$ cat src/rtl/alu_pipe.sv
// Two-stage pipelined integer ALU with valid/ready handshakes,
// tag pass-through, flush and overflow/zero flags.
module alu_pipe #(
  parameter int XLEN  = 32,
  parameter int TAG_W = 5,
  localparam int SHW  = $clog2(XLEN)
) (
  input  logic             clk_i,
  input  logic             rst_i,
  input  logic             flush_i,
  input  logic             in_valid_i,
  output logic             in_ready_o,
  input  logic [3:0]       alu_op_i,
  input  logic [XLEN-1:0]  alu_a_i,
  input  logic [XLEN-1:0]  alu_b_i,
  input  logic [TAG_W-1:0] tag_i,
  output logic             out_valid_o,
  input  logic             out_ready_i,
  output logic [XLEN-1:0]  alu_p_o,
  output logic [TAG_W-1:0] tag_o,
  output logic             zero_o,
  output logic             ovf_o
);

  localparam logic [3:0] OP_SLL  = 4'd1;
  localparam logic [3:0] OP_SRL  = 4'd2;
  localparam logic [3:0] OP_SRA  = 4'd3;
  localparam logic [3:0] OP_ADD  = 4'd4;
  localparam logic [3:0] OP_SUB  = 4'd5;
  localparam logic [3:0] OP_AND  = 4'd6;
  localparam logic [3:0] OP_OR   = 4'd7;
  localparam logic [3:0] OP_XOR  = 4'd8;
  localparam logic [3:0] OP_SLTU = 4'd9;
  localparam logic [3:0] OP_SLT  = 4'd10;
  localparam logic [3:0] OP_MINU = 4'd11;
  localparam logic [3:0] OP_MIN  = 4'd12;
  localparam logic [3:0] OP_MAXU = 4'd13;
  localparam logic [3:0] OP_MAX  = 4'd14;

  localparam int MSB = XLEN - 1;
  localparam logic [SHW-1:0] LO_MASK = SHW'(7);

  logic             s1_valid;
  logic             s2_valid;
  logic             s2_adv;
  logic             in_fire;
  logic             s2_load;

  logic [3:0]       s1_op;
  logic [TAG_W-1:0] s1_tag;
  logic [XLEN-1:0]  s1_a;
  logic [XLEN-1:0]  s1_b;
  logic [XLEN-1:0]  s1_sum;
  logic [XLEN-1:0]  s1_sh;

  logic [2:0]       amt_lo;
  logic [XLEN-1:0]  sum_d;
  logic [XLEN-1:0]  sh1_d;

  logic [SHW-1:0]   amt_hi;
  logic [XLEN-1:0]  sh2;
  logic             lt_s;
  logic             lt_u;
  logic             gt_s;
  logic             gt_u;
  logic             add_ovf;
  logic             sub_ovf;
  logic [XLEN-1:0]  res;
  logic             ovf_d;

  assign s2_adv      = !s2_valid || out_ready_i;
  assign in_ready_o  = !flush_i && (!s1_valid || s2_adv);
  assign in_fire     = in_valid_i && in_ready_o;
  assign s2_load     = s1_valid && s2_adv && !flush_i;
  assign out_valid_o = s2_valid;

  // Stage 1: add/sub and the fine (0..7) part of the shift
  assign amt_lo = alu_b_i[2:0];
  assign sum_d  = (alu_op_i == OP_SUB) ? alu_a_i - alu_b_i
                                       : alu_a_i + alu_b_i;

  always_comb begin
    sh1_d = alu_a_i;
    case (alu_op_i)
      OP_SLL:  sh1_d = alu_a_i << amt_lo;
      OP_SRL:  sh1_d = alu_a_i >> amt_lo;
      OP_SRA:  sh1_d = $signed(alu_a_i) >>> amt_lo;
      default: sh1_d = alu_a_i;
    endcase
  end

  always_ff @(posedge clk_i) begin
    if (in_fire) begin
      s1_op  <= alu_op_i;
      s1_tag <= tag_i;
      s1_a   <= alu_a_i;
      s1_b   <= alu_b_i;
      s1_sum <= sum_d;
      s1_sh  <= sh1_d;
    end
  end

  // Stage 2: coarse shift (multiples of 8), compares, final select
  assign amt_hi = s1_b[SHW-1:0] & ~LO_MASK;

  always_comb begin
    sh2 = s1_sh;
    case (s1_op)
      OP_SLL:  sh2 = s1_sh << amt_hi;
      OP_SRL:  sh2 = s1_sh >> amt_hi;
      OP_SRA:  sh2 = $signed(s1_sh) >>> amt_hi;
      default: sh2 = s1_sh;
    endcase
  end

  assign lt_u = s1_a < s1_b;
  assign gt_u = s1_b < s1_a;
  assign lt_s = $signed(s1_a) < $signed(s1_b);
  assign gt_s = $signed(s1_b) < $signed(s1_a);

  assign add_ovf = (s1_a[MSB] == s1_b[MSB]) &&
                   (s1_sum[MSB] != s1_a[MSB]);
  assign sub_ovf = (s1_a[MSB] != s1_b[MSB]) &&
                   (s1_sum[MSB] != s1_a[MSB]);

  always_comb begin
    res   = s1_a;
    ovf_d = 1'b0;
    case (s1_op)
      OP_SLL,
      OP_SRL,
      OP_SRA:  res = sh2;
      OP_ADD: begin
        res   = s1_sum;
        ovf_d = add_ovf;
      end
      OP_SUB: begin
        res   = s1_sum;
        ovf_d = sub_ovf;
      end
      OP_AND:  res = s1_a & s1_b;
      OP_OR:   res = s1_a | s1_b;
      OP_XOR:  res = s1_a ^ s1_b;
      OP_SLTU: res = {{(XLEN-1){1'b0}}, lt_u};
      OP_SLT:  res = {{(XLEN-1){1'b0}}, lt_s};
      OP_MINU: res = gt_u ? s1_b : s1_a;
      OP_MIN:  res = gt_s ? s1_b : s1_a;
      OP_MAXU: res = lt_u ? s1_b : s1_a;
      OP_MAX:  res = lt_s ? s1_b : s1_a;
      default: res = s1_a;
    endcase
  end

  always_ff @(posedge clk_i or posedge rst_i) begin
    if (rst_i) begin
      s1_valid <= 1'b0;
      s2_valid <= 1'b0;
      alu_p_o  <= '0;
      tag_o    <= '0;
      zero_o   <= 1'b1;
      ovf_o    <= 1'b0;
    end else begin
      if (flush_i) begin
        s1_valid <= 1'b0;
        s2_valid <= 1'b0;
      end else begin
        if (in_ready_o) s1_valid <= in_valid_i;
        if (s2_adv)     s2_valid <= s1_valid;
      end
      if (s2_load) begin
        alu_p_o <= res;
        tag_o   <= s1_tag;
        zero_o  <= (res == '0);
        ovf_o   <= ovf_d;
      end
    end
  end

endmodule

$ cat config.mk
export PLATFORM = sky130hd
export DESIGN_NAME = alu_pipe
export DESIGN_NICKNAME = d
export VERILOG_FILES = /design/src/rtl/alu_pipe.sv
export SDC_FILE = /design/constraint.sdc
export NUM_CORES = 1
export LEC_CHECK = 0
export ABC_AREA = 1
export BUFFER_PORTS_ARGS = -buffer_cell sky130_fd_sc_hd__buf_2
export CORE_ASPECT_RATIO = 2
export CORE_MARGIN = 10
export CORE_UTILIZATION = 35
export DETAILED_ROUTE_END_ITERATION = 7
export MAX_ROUTING_LAYER = met4
export SKIP_LAST_GASP = 1
export SYNTH_ARGS = -nofsm -noshare
export SYNTH_HDL_FRONTEND = slang
export SYNTH_SLANG_ARGS = --single-unit
$ cat constraint.sdc
create_clock -name clk_i -period 14 [get_ports clk_i]
set_clock_uncertainty 0.05 [all_clocks]
set_input_delay 0.7 -clock clk_i [delete_from_list [all_inputs] [get_ports clk_i]]
set_output_delay 0.7 -clock clk_i [all_outputs]
set_load 0.02 [all_outputs]
==> key figures, run 1 <==
Placement
  – Final HPWL DP: 61.85 mm
  – GPL Wtd Cong: 1.007
  – Port bufs: around 120

Floorplanning
  – Die H: 333.3 um
  – I/O pin cnt: between 100 and 150
  – Die ar.: about 60,000 um2
  – Initial Util: 0.3542
  – Die width: 176.6 um
  – FP Rows: ~110
  – Core Footprint: roughly 48,000 um2

Clocking
  – CTS hold repair buffers: 0
  – Post-CTS setup buffers: 0
  – Reg clk slew, reported paths: 0.09 ns
  – Insertion delay to the later sink of the worst-skew pair: around 0.48 ns
  – # clock sinks: 178
  – Root buf cell: clkbuf_16
  – Clock buffer count from CTS: 17
  – CTS Buffer Depth: 2
  – H-tree Lvls: 4
  – Cts repair resizes: 0
  – TritonCTS clock tree: yes

GRT
  – Gr usage total: 0.2695
  – Vias in the first global route: 17,440
  – Largest net degree at the start of global routing: 80
  – Global-route wire length before repair: 114.7 mm
  – Initial antenna violation count: 1
  – Grt total ovfl: 0

Synthesis
  – Largest cells by area after synthesis: edfxtp_1 (24%), nand2_1 (14%), ha_1 (12%)
  – Syn Inst Count: between 2,000 and 2,500
  – Top-area cell type share of the netlist area: 0.2395
  – Synthesized area per cell: 6.914 um2
  – Yosys top cell by area: edfxtp_1
  – Synth Warn #: 0
  – Number of flops mapped to enable cells by yosys: 137
  – Ys flop type: edfxtp_1
  – Fraction of the yosys area taken by sequential cells: 0.2993
  – Mapped cell area: 17,180 um2
  – Async set-reset flop share out of synthesis: 0.2303
  – FF+latch count, synth: between 150 and 200
  – Synth cell count leaders: nand2_1 (625), inv_1 (272), nor2_1 (258), nand3_1 (225), a21oi_1 (196)
  – Synth cell types: 59
  – Most frequent cell after synthesis: nand2_1
  – Syn Nets: 2,724

Timing
  – Peak Freq: around 0.16 GHz
  – RSZ-0062 raised after global routing: no
  – Setup TNS: 0 ns
  – Fin crit period: 6.066 ns
  – Setup Viol. Count Final: 0
  – Least-Margin Pin Slew: 1.102 ns
  – Final Max Slew Viols: 0
  – Max transition margin: 0.2576
  – Final worst path period share: 0.4333
  – Final hold violation count: 0
  – Hold slack: 0.2721 ns

Route
  – Wire length on met2: 41.07 mm
  – Residual DRC: 0
  – Metal1 wirelength: roughly 28 mm
  – Routed wl met3: just over 4 mm
  – Top sig layer: met4
  – WL per Instance: 24.73 um
  – Routed Antenna Nets: 0
  – Via count: 18,090
  – Drt first-iter violations: between 1,500 and 2,000
  – Routed vias/inst: 5.656
  – Final WL: 79.10 mm
  – DR pass1 iterations: 6

Status
  – Status: completed

Critical path
  – Crit Path Category: primary input to flip-flop
  – Top cell family by delay on the critical path: compound AO/OA/AOI/OAI gates
  – Critical path peak fanout: 55
  – CP max stage delay: roughly 0.47 ns
  – CP max stage cell: buf_4
  – Reg2reg start: s1_b[3]
  – WP buf/inv: 6
  – Critical Path Source: alu_b_i[1]
  – WP data required: 14.18 ns
  – Crit path arrival time: 6.25 ns
  – Critical path startpoint category: primary input
  – Cell Chain, Critical Path: buf_2 -> buf_4 -> clkinv_1 -> buf_4 -> ha_1 -> inv_1 -> nor3_1 -> nor3b_1 -> nand2_1 -> nor3_1 -> nand2_1 -> inv_1 -> nand3_1 -> o41ai_1 -> o21ai_0 -> xnor2_1 -> ha_1 -> a21o_1 -> a21oi_1 -> nor2_1 -> a2111oi_0 -> o21ai_0 -> xnor2_1
  – CP Capture Type: flip-flop

Pwr
  – Worst VDD drop: between 0.07 and 0.08 mV
  – Pwr Density: 90.37 nW/um2
  – Leak: about 0.0091 uW

Flow run
  – Max_cap viols: 0

Final layout
  – Nets: 2,786
  – Register Area: 5141 um2
  – Fill count: 5,153
  – Multi-input logic area: 10,550 um2
  – P&R area growth vs syn: 10.94%
  – Share of layout cells above drive strength 1: 0.08480

Worst hold path
  – HP Class: primary input to async pin
## cells in the final DEF (no fill, tap or decap), types with 18 or more instances in the layout
cell type	instances
a21oi_1	195
a31oi_1	25
buf_2	118
buf_4	36
dfrtp_1	40
edfxtp_1	137
ha_1	161
inv_1	271
nand2_1	623
nand3_1	225
nor2_1	255
nor3_1	21
o211ai_1	21
o21ai_0	152
o22ai_1	18
xnor2_1	26
xor2_1	35
## metal layers
metal  GRT usage  up-vias
li1            -     8456
met1      0.2701     8584
met2      0.4738      836
met3     0.03101      212
met4      0.1929        0
met5           -        -
## sequential cells by signal, summed over array words and instances (netlist names)
signal,flops
s1_sum,32
s1_a,32
s1_valid,1
tag_o,5
s1_sh,32
s1_tag,5
s1_op,4
out_valid_o,1
s1_b,32
alu_p_o,32
ovf_o,1
zero_o,1
## final cells by class
class | count | share of cell area
antenna | 1 | 0.0001313
clock buffer | 17 | 0.02233
clock inverter | 15 | 0.01156
inverter | 281 | 0.05535
multi-input combinational | 1914 | 0.5537
sequential | 178 | 0.2698
tap | 638 | 0.04189
timing repair buffer | 154 | 0.04518
## where the power goes
part / leakage (uW) / switching (uW) / internal (uW) / total, uW
clock: 0.000309 / 280 / 251 / 531
sequential: 0.00181 / 37.1 / 629 / 666
combinational: 0.00697 / 369 / 156 / 525
total: 0.00908 / 686 / 1040 / 1720
## metrics by stage
| step | std cells | power [uW] | cell area, um2 | util | setup slack, ns |
|---|---|---|---|---|---|
| 4_1_cts | 3197 | 1727 | 19050 | 0.3929 | 7.968 |
| 6_report | 3198 | 1722 | 19050 | 0.3929 | 7.934 |
| 2_1_floorplan | 2484 | 994.1 | 17180 | - | 6.643 |
| 3_5_place_dp | 3165 | 1198 | 18410 | 0.3795 | 7.493 |
| 5_1_grt | 3198 | 1806 | 19050 | 0.3929 | 7.400 |
| 3_3_place_gp | 3165 | 1195 | 18410 | 0.3795 | 7.565 |
## worst reg2reg max path, delay by kind of cell (launching register included)
kind            cells  cell delay [ns]
flops               1             0.32
buf+inv             5             1.38
simple gates       19             3.08
fa+ha+maj           1             0.39
compound gates      1             0.13
## final timing paths
path	cells past startpoint	to	slack, ns
worst max register to register	26	zero_o	8.62
max in group asynchronous	3	zero_o	13.24
worst max-delay path	23	s1_sum[31]	7.93
min in group clk_i	1	s1_tag[1]	0.34
worst min register to register	2	tag_o[1]	0.40
worst min-delay path	3	out_valid_o	0.27
## cells by family (layout without fill, tap and decap cells)
family          Yosys count  in the layout  share of synthesized area
fa+ha+maj               162            162                     0.1185
xor+xnor                 61             61                    0.03111
mux                       8              8                   0.004663
buf+inv                 392            467                    0.08815
compound gates          512            512                     0.1742
flops                   178            178                     0.2993
other cells               0              1                          0
simple gates           1171           1171                     0.2841
Power figures use the tool's default switching activity.
==> run 2: changes to the inputs <==
clock period = 6.3 ns   (was 14 ns; I/O delays follow)
==> run 2 against run 1 <==
Effect of this change:
- final area is 0.64% higher
- largest power group unchanged
- non-clock buffer count is 18 higher
- largest cell class unchanged
- sequential power is 120% higher
- routed wire length is 2.2% lower
- via count is 1.6% lower
- final cell count is 0.53% higher
- critical path depth is 3 lower
- die area stayed put
- flip-flop and latch count stayed put
- combinational power is 120% higher
- clock power is 110% higher
==> key figures, run 2 (same netlist as run 1, synthesis figures left out) <==
Timing
  – Final worst path period share: 0.8378
  – Least-Margin Pin Slew: 1.199 ns (was 1.102 ns)
  – Hold slack: 0.02009 ns (was 0.2721 ns)
  – Setup TNS: 0 ns (unchanged)
  – Peak Freq: 0.1895 GHz
  – Fin crit period: 5.278 ns
  – Max transition margin: 0.1974 (was 0.2576)
  – Setup Viol. Count Final: 0 (unchanged)
  – Final Max Slew Viols: 0 (unchanged)
  – Final hold violation count: 0 (unchanged)
  – Final WS setup: 1.022 ns (was 7.934 ns)
  – RSZ-0062 raised after global routing: no (unchanged)

Critical path
  – CP Capture Type: flip-flop (unchanged)
  – RR Endpoint: zero_o (unchanged)
  – Crit path arrival time: 5.63 ns (was 6.25 ns)
  – Critical Path Source: s1_a[7] (was alu_b_i[1])
  – Crit Path Category: flip-flop to flip-flop (was primary input to flip-flop)
  – WP data required: 6.65 ns (was 14.18 ns)
  – Critical path peak fanout: 25 (was 55)
  – FF-to-FF path depth: 20 (was 26)
  – R2R setup slack: 1.02 ns (was 8.62 ns)
  – Critical path startpoint category: flip-flop (was primary input)
  – Critical Path End: zero_o (was s1_sum[31])
  – Reg2reg start: s1_a[7] (was s1_b[3])

Route
  – WL per Instance: 24.06 um (was 24.73 um)
  – Drt first-iter violations: 1,590 (was 1,750)
  – Residual DRC: 0 (unchanged)
  – Routed Antenna Nets: 0 (unchanged)
  – Routed vias/inst: 5.533 (was 5.656)
  – Final WL: 77.35 mm (was 79.10 mm)
  – DR pass1 iterations: 8 (was 6)
  – Via count: 17,790 (was 18,090)

Floorplanning
  – FP Rows: 114 (unchanged)
  – Die H: 333.3 um (unchanged)
  – Core Footprint: 48,500 um2 (unchanged)
  – I/O pin cnt: 119 (unchanged)
  – Die width: 176.6 um (unchanged)
  – Die ar.: 58,870 um2 (unchanged)
  – Initial Util: 0.3542 (unchanged)

GRT
  – Grt total ovfl: 0 (unchanged)
  – Largest net degree at the start of global routing: 138 (was 80)
  – Gr usage total: 0.2660 (was 0.2695)
  – Global-route wire length before repair: 113.9 mm (was 114.7 mm)
  – Vias in the first global route: 17,730 (was 17,440)
  – Initial antenna violation count: 0 (was 1)

Status
  – Status: completed (unchanged)

Clocking
  – Root buf cell: clkbuf_16 (unchanged)
  – Clock buffer count from CTS: 17 (unchanged)
  – # clock sinks: 178 (unchanged)
  – Reg clk slew, reported paths: 0.08 ns (was 0.09 ns)
  – H-tree Lvls: 4 (unchanged)
  – Cts repair resizes: 0 (unchanged)
  – TritonCTS clock tree: yes (unchanged)
  – CTS Buffer Depth: 2 (unchanged)
  – Insertion delay to the later sink of the worst-skew pair: 0.48 ns (about the same)

Placement
  – GPL Wtd Cong: 1.059 (was 1.007)
  – Final HPWL DP: 61.18 mm (was 61.85 mm)
  – Dpl ws: 0.9774 ns (was 7.493 ns)
  – Placed cell count: 3,173 (was 3,165)
  – Port bufs: 118 (unchanged)

Flow run
  – Max_cap viols: 0 (unchanged)

Final layout
  – Nets: 2,804 (was 2,786)
  – Antenna Diode Count: 0 (was 1)
  – Final core occ: 0.3954 (was 0.3929)
  – Layout Cells excl Fill: 3,215 (was 3,198)
  – Share of layout cells above drive strength 1: 0.08653 (was 0.08480)
  – Most frequent cells in the layout: nand2_1 (623), inv_1 (271), nor2_1 (256) (was nand2_1 (623), inv_1 (271), nor2_1 (255))
  – P&R area growth vs syn: 11.66% (was 10.94%)
  – Commonest non-fill, non-tap cell in the layout: nand2_1 (unchanged)

Pwr
  – Leak: 0.009152 uW (was 0.009083 uW)
  – Worst VDD drop: 0.1739 mV (was 0.07626 mV)
  – Pwr Density: 195.4 nW/um2 (was 90.37 nW/um2)

Worst hold path
  – HP Class: primary input to flip-flop (was primary input to async pin)
  – Hold path start: alu_op_i[3]
  – Hold path depth: 1
run 2: worst min-delay path by stage:
| stage | to | slack [ns] |
|---|---|---|
| after floorplan | out_valid_o | 0.33 |
| after global routing | s1_op[3] | 0.01 |
| after CTS | s1_op[3] | 0.003 |
| after global placement | tag_o[3] | 0.38 |
| after detailed placement | tag_o[4] | 0.39 |
| final | s1_op[3] | 0.02 |
run 2: metrics by stage:
stage	area [um2]	total power [uW]
floorplan	17180	2206
global placement	18470	2657
detailed placement	18470	2662
CTS	19180	3760
global route	19180	3937
finish	19180	3747
run 2: final cells by class:
class,instances,area (um2)
Fill cell,5190,29320
Multi-Input combinational cell,1914,10550
Sequential cell,178,5141
Inverter,281,1055
Timing Repair Buffer,172,1033
Tap cell,638,798.3
Clock buffer,17,425.4
Clock inverter,15,178.9
run 2: worst max-delay path, stage by stage (launching register included):
cell,delay (ns)
edfxtp_1,0.49
inv_1,0.21
ha_1,0.26
inv_1,0.12
nand2_1,0.24
nor3_1,0.59
nand2_1,0.11
nand2_1,0.17
nand2_1,0.07
nand2_1,0.11
nand2_4,0.23
nand3_2,0.31
nand2_2,0.32
nor2_1,1.00
o21ai_0,0.18
a31oi_1,0.34
nor2_1,0.08
nand2_1,0.09
nor2_1,0.08
nand2_1,0.07
nand2_1,0.04
run 2: repair_timing:
item / CTS / global route
hold endpoints to repair: 50 / 0
hold buffers: 10 / 0
setup buffers: 0 / 0
run 2: routing by layer:
| metal | global-route usage | vias to the layer above | wire (um) |
|---|---|---|---|
| li1 | - | 8485 | - |
| met1 | 0.2687 | 8409 | 27520 |
| met2 | 0.4610 | 693 | 39730 |
| met3 | 0.02841 | 203 | 3676 |
| met4 | 0.2034 | 0 | 6417 |
| met5 | - | - | 0 |
run 2: where the power goes:
group          switching (uW)  internal (uW)  leakage, uW
sequential               76.0           1400      0.00181
combinational             822            356      0.00705
clock                     559            537     0.000294
total                    1460           2290      0.00915
==> run 3: changes to the inputs <==
clock period = 4.65 ns   (was 6.3 ns; I/O delays follow)
==> run 3 against run 2 <==
Effect of this change:
- final cell count rose by 4.4%
- routed wire length is 0.70% higher
- sequential share of layout area down 1.6 points
- final area grew 6.3%
- flip-flop and latch count did not move
- fmax up 25%
- global-route usage is essentially flat
- non-clock buffer count is 143 higher
- power rose by 42%
- critical endpoint unchanged
- largest power group unchanged
- highest routed layer unchanged
==> key figures, run 3 (same netlist as run 1, synthesis figures left out) <==
Timing
  – Setup Viol. Count Final: 0 (unchanged)
  – Fin crit period: 4.227 ns (was 5.278 ns)
  – Final worst path period share: 0.9089 (was 0.8378)
  – Final hold violation count: 0 (unchanged)
  – Setup TNS: 0 ns (unchanged)
  – RSZ-0062 raised after global routing: no (unchanged)
  – Peak Freq: 0.2366 GHz (was 0.1895 GHz)
  – Final WS setup: 0.4234 ns (was 1.022 ns)
  – Max transition margin: 0.4182 (was 0.1974)
  – Least-Margin Pin Slew: 0.8636 ns (was 1.199 ns)
  – Final Max Slew Viols: 0 (unchanged)

Route
  – Drt first-iter violations: 1,548 (was 1,590)
  – Routed Antenna Nets: 0 (unchanged)
  – WL per Instance: 23.20 um (was 24.06 um)
  – Via count: 18,240 (was 17,790)
  – Residual DRC: 0 (unchanged)
  – Final WL: 77.89 mm (was 77.35 mm)
  – DR pass1 iterations: 8 (unchanged)
  – Routed vias/inst: 5.432 (was 5.533)

Critical path
  – Critical path peak fanout: 8 (was 25)
  – Cell Chain, Critical Path: inv_1 -> ha_1 -> nor2_1 -> nand3_1 -> nor3_4 -> nand2_1 -> nand2_1 -> buf_4 -> nand2_1 -> nand3_1 -> nand3_1 -> nor2_1 -> nand3_1 -> nor2_1 -> nand2_1 -> nor2_1 -> nand2_1 -> nor2_1 -> nand2_1 -> nand2_1 (was inv_1 -> ha_1 -> inv_1 -> nand2_1 -> nor3_1 -> nand2_1 -> nand2_1 -> nand2_1 -> nand2_1 -> nand2_4 -> nand3_2 -> nand2_2 -> nor2_1 -> o21ai_0 -> a31oi_1 -> nor2_1 -> nand2_1 -> nor2_1 -> nand2_1 -> nand2_1)
  – CP Capture Type: flip-flop (unchanged)
  – WP buf/inv: 2 (unchanged)
  – CP max stage delay: 0.51 ns (was 1.00 ns)
  – Crit Path Category: flip-flop to flip-flop (unchanged)
  – Critical path startpoint category: flip-flop (unchanged)
  – Top cell family by delay on the critical path: simple AND/OR/NAND/NOR gates (unchanged)
  – WP data required: 5.01 ns (was 6.65 ns)
  – Crit path arrival time: 4.59 ns (was 5.63 ns)
  – CP max stage cell: edfxtp_1 (was nor2_1)
  – Crit-path most repeated cell: nand2_1 (unchanged)

Clocking
  – Insertion delay to the later sink of the worst-skew pair: 0.48 ns (about the same)
  – TritonCTS clock tree: yes (unchanged)
  – CTS Buffer Depth: 2 (unchanged)
  – H-tree Lvls: 4 (unchanged)
  – # clock sinks: 178 (unchanged)
  – Post-CTS setup buffers: 0 (unchanged)
  – Root buf cell: clkbuf_16 (unchanged)
  – Reg clk slew, reported paths: 0.09 ns (was 0.08 ns)
  – Clock buffer count from CTS: 17 (unchanged)

Final layout
  – Share of layout cells above drive strength 1: 0.1228 (was 0.08653)
  – Most frequent cells in the layout: nand2_1 (625), inv_1 (271), nor2_1 (256) (was nand2_1 (623), inv_1 (271), nor2_1 (256))
  – P&R area growth vs syn: 18.70% (was 11.66%)
  – Nets: 2,947 (was 2,804)
  – Commonest non-fill, non-tap cell in the layout: nand2_1 (unchanged)
  – Antenna Diode Count: 0 (unchanged)

Status
  – Status: completed (unchanged)

Flow run
  – Max_cap viols: 0 (unchanged)

GRT
  – Initial antenna violation count: 1 (was 0)
  – Global-route wire length before repair: 114.3 mm (was 113.9 mm)
  – Gr usage total: 0.2664 (was 0.2660)
  – Grt total ovfl: 0 (unchanged)
  – Vias in the first global route: 18,130 (was 17,730)
  – Largest net degree at the start of global routing: 88 (was 138)

Floorplanning
  – Die H: 333.3 um (unchanged)
  – Core Footprint: 48,500 um2 (unchanged)
  – Die width: 176.6 um (unchanged)
  – Die ar.: 58,870 um2 (unchanged)
  – I/O pin cnt: 119 (unchanged)
  – FP Rows: 114 (unchanged)
  – Initial Util: 0.3542 (unchanged)

Placement
  – Final HPWL DP: 62.63 mm (was 61.18 mm)
  – Port bufs: 118 (unchanged)
  – GPL Wtd Cong: 1.021 (was 1.059)
  – Dpl ws: 0.3130 ns (was 0.9774 ns)

Pwr
  – Worst VDD drop: 0.2300 mV (was 0.1739 mV)
  – Pwr Density: 261.8 nW/um2 (was 195.4 nW/um2)
  – Leak: 0.009849 uW (was 0.009152 uW)

Worst hold path
  – HP Class: primary input to flip-flop (unchanged)
-- run 3: worst min-delay path, cell delays in order --
cell and delay [ns]:
buf_2 0.09, inv_1 0.10, a21oi_1 0.08
-- run 3: power by group --
| group | internal (uW) | switching, uW |
|---|---|---|
| clock network | 754 | 833 |
| logic | 615 | 1140 |
| registers | 1890 | 106 |
-- run 3: path summary, 6_finish.rpt --
kind | startpoint | to | slack (ns) | cells past startpoint
setup / recovery | s1_b[18] | zero_o | 0.42 | 20
hold / removal | in_valid_i | s1_valid | 0.02 | 3
max in group asynchronous | rst_i | zero_o | 3.82 | 4
hold reg to reg | s1_tag[0] | tag_o[0] | 0.40 | 2
setup reg to reg | s1_b[18] | zero_o | 0.42 | 20
min in group asynchronous | rst_i | alu_p_o[23] | 0.36 | 4
-- run 3: metal layers --
layer,GRT usage,share of wire,routed length [um]
met1,0.2670,0.35,27520
met4,0.2185,0.095,7416
met3,0.02298,0.041,3219
met2,0.4614,0.51,39740
met5,-,0,0
-- run 3: timing repair --
item	4_1_cts	5_1_grt
hold buffers	41	0
endpoints found under the setup margin	0	1
hold endpoints to repair	80	0
resized for setup	0	2
-- run 3: area by class of cell --
cell class                      count  area [um2]
Fill cell                        5100       28110
Multi-Input combinational cell   1914       10550
Sequential cell                   178        5141
Timing Repair Buffer              315        2210
Inverter                          281        1055
Tap cell                          638       798.3
Clock buffer                       17       425.4
Clock inverter                     15       211.5
-- run 3: through the flow --
step / instance area [um2] / hold slack [ns] / total power [uW] / util / cells
6_report: 20390 / 0.01639 / 5337 / 0.4204 / 3358
5_1_grt: 20390 / 0.02562 / 5590 / 0.4204 / 3358
4_1_cts: 20380 / 0.006034 / 5358 / 0.4203 / 3358
3_5_place_dp: 19330 / 0.3251 / 3747 / 0.3987 / 3285
3_3_place_gp: 19330 / 0.3242 / 3738 / 0.3987 / 3285
2_1_floorplan: 17180 / 0.2456 / 2986 / - / 2484
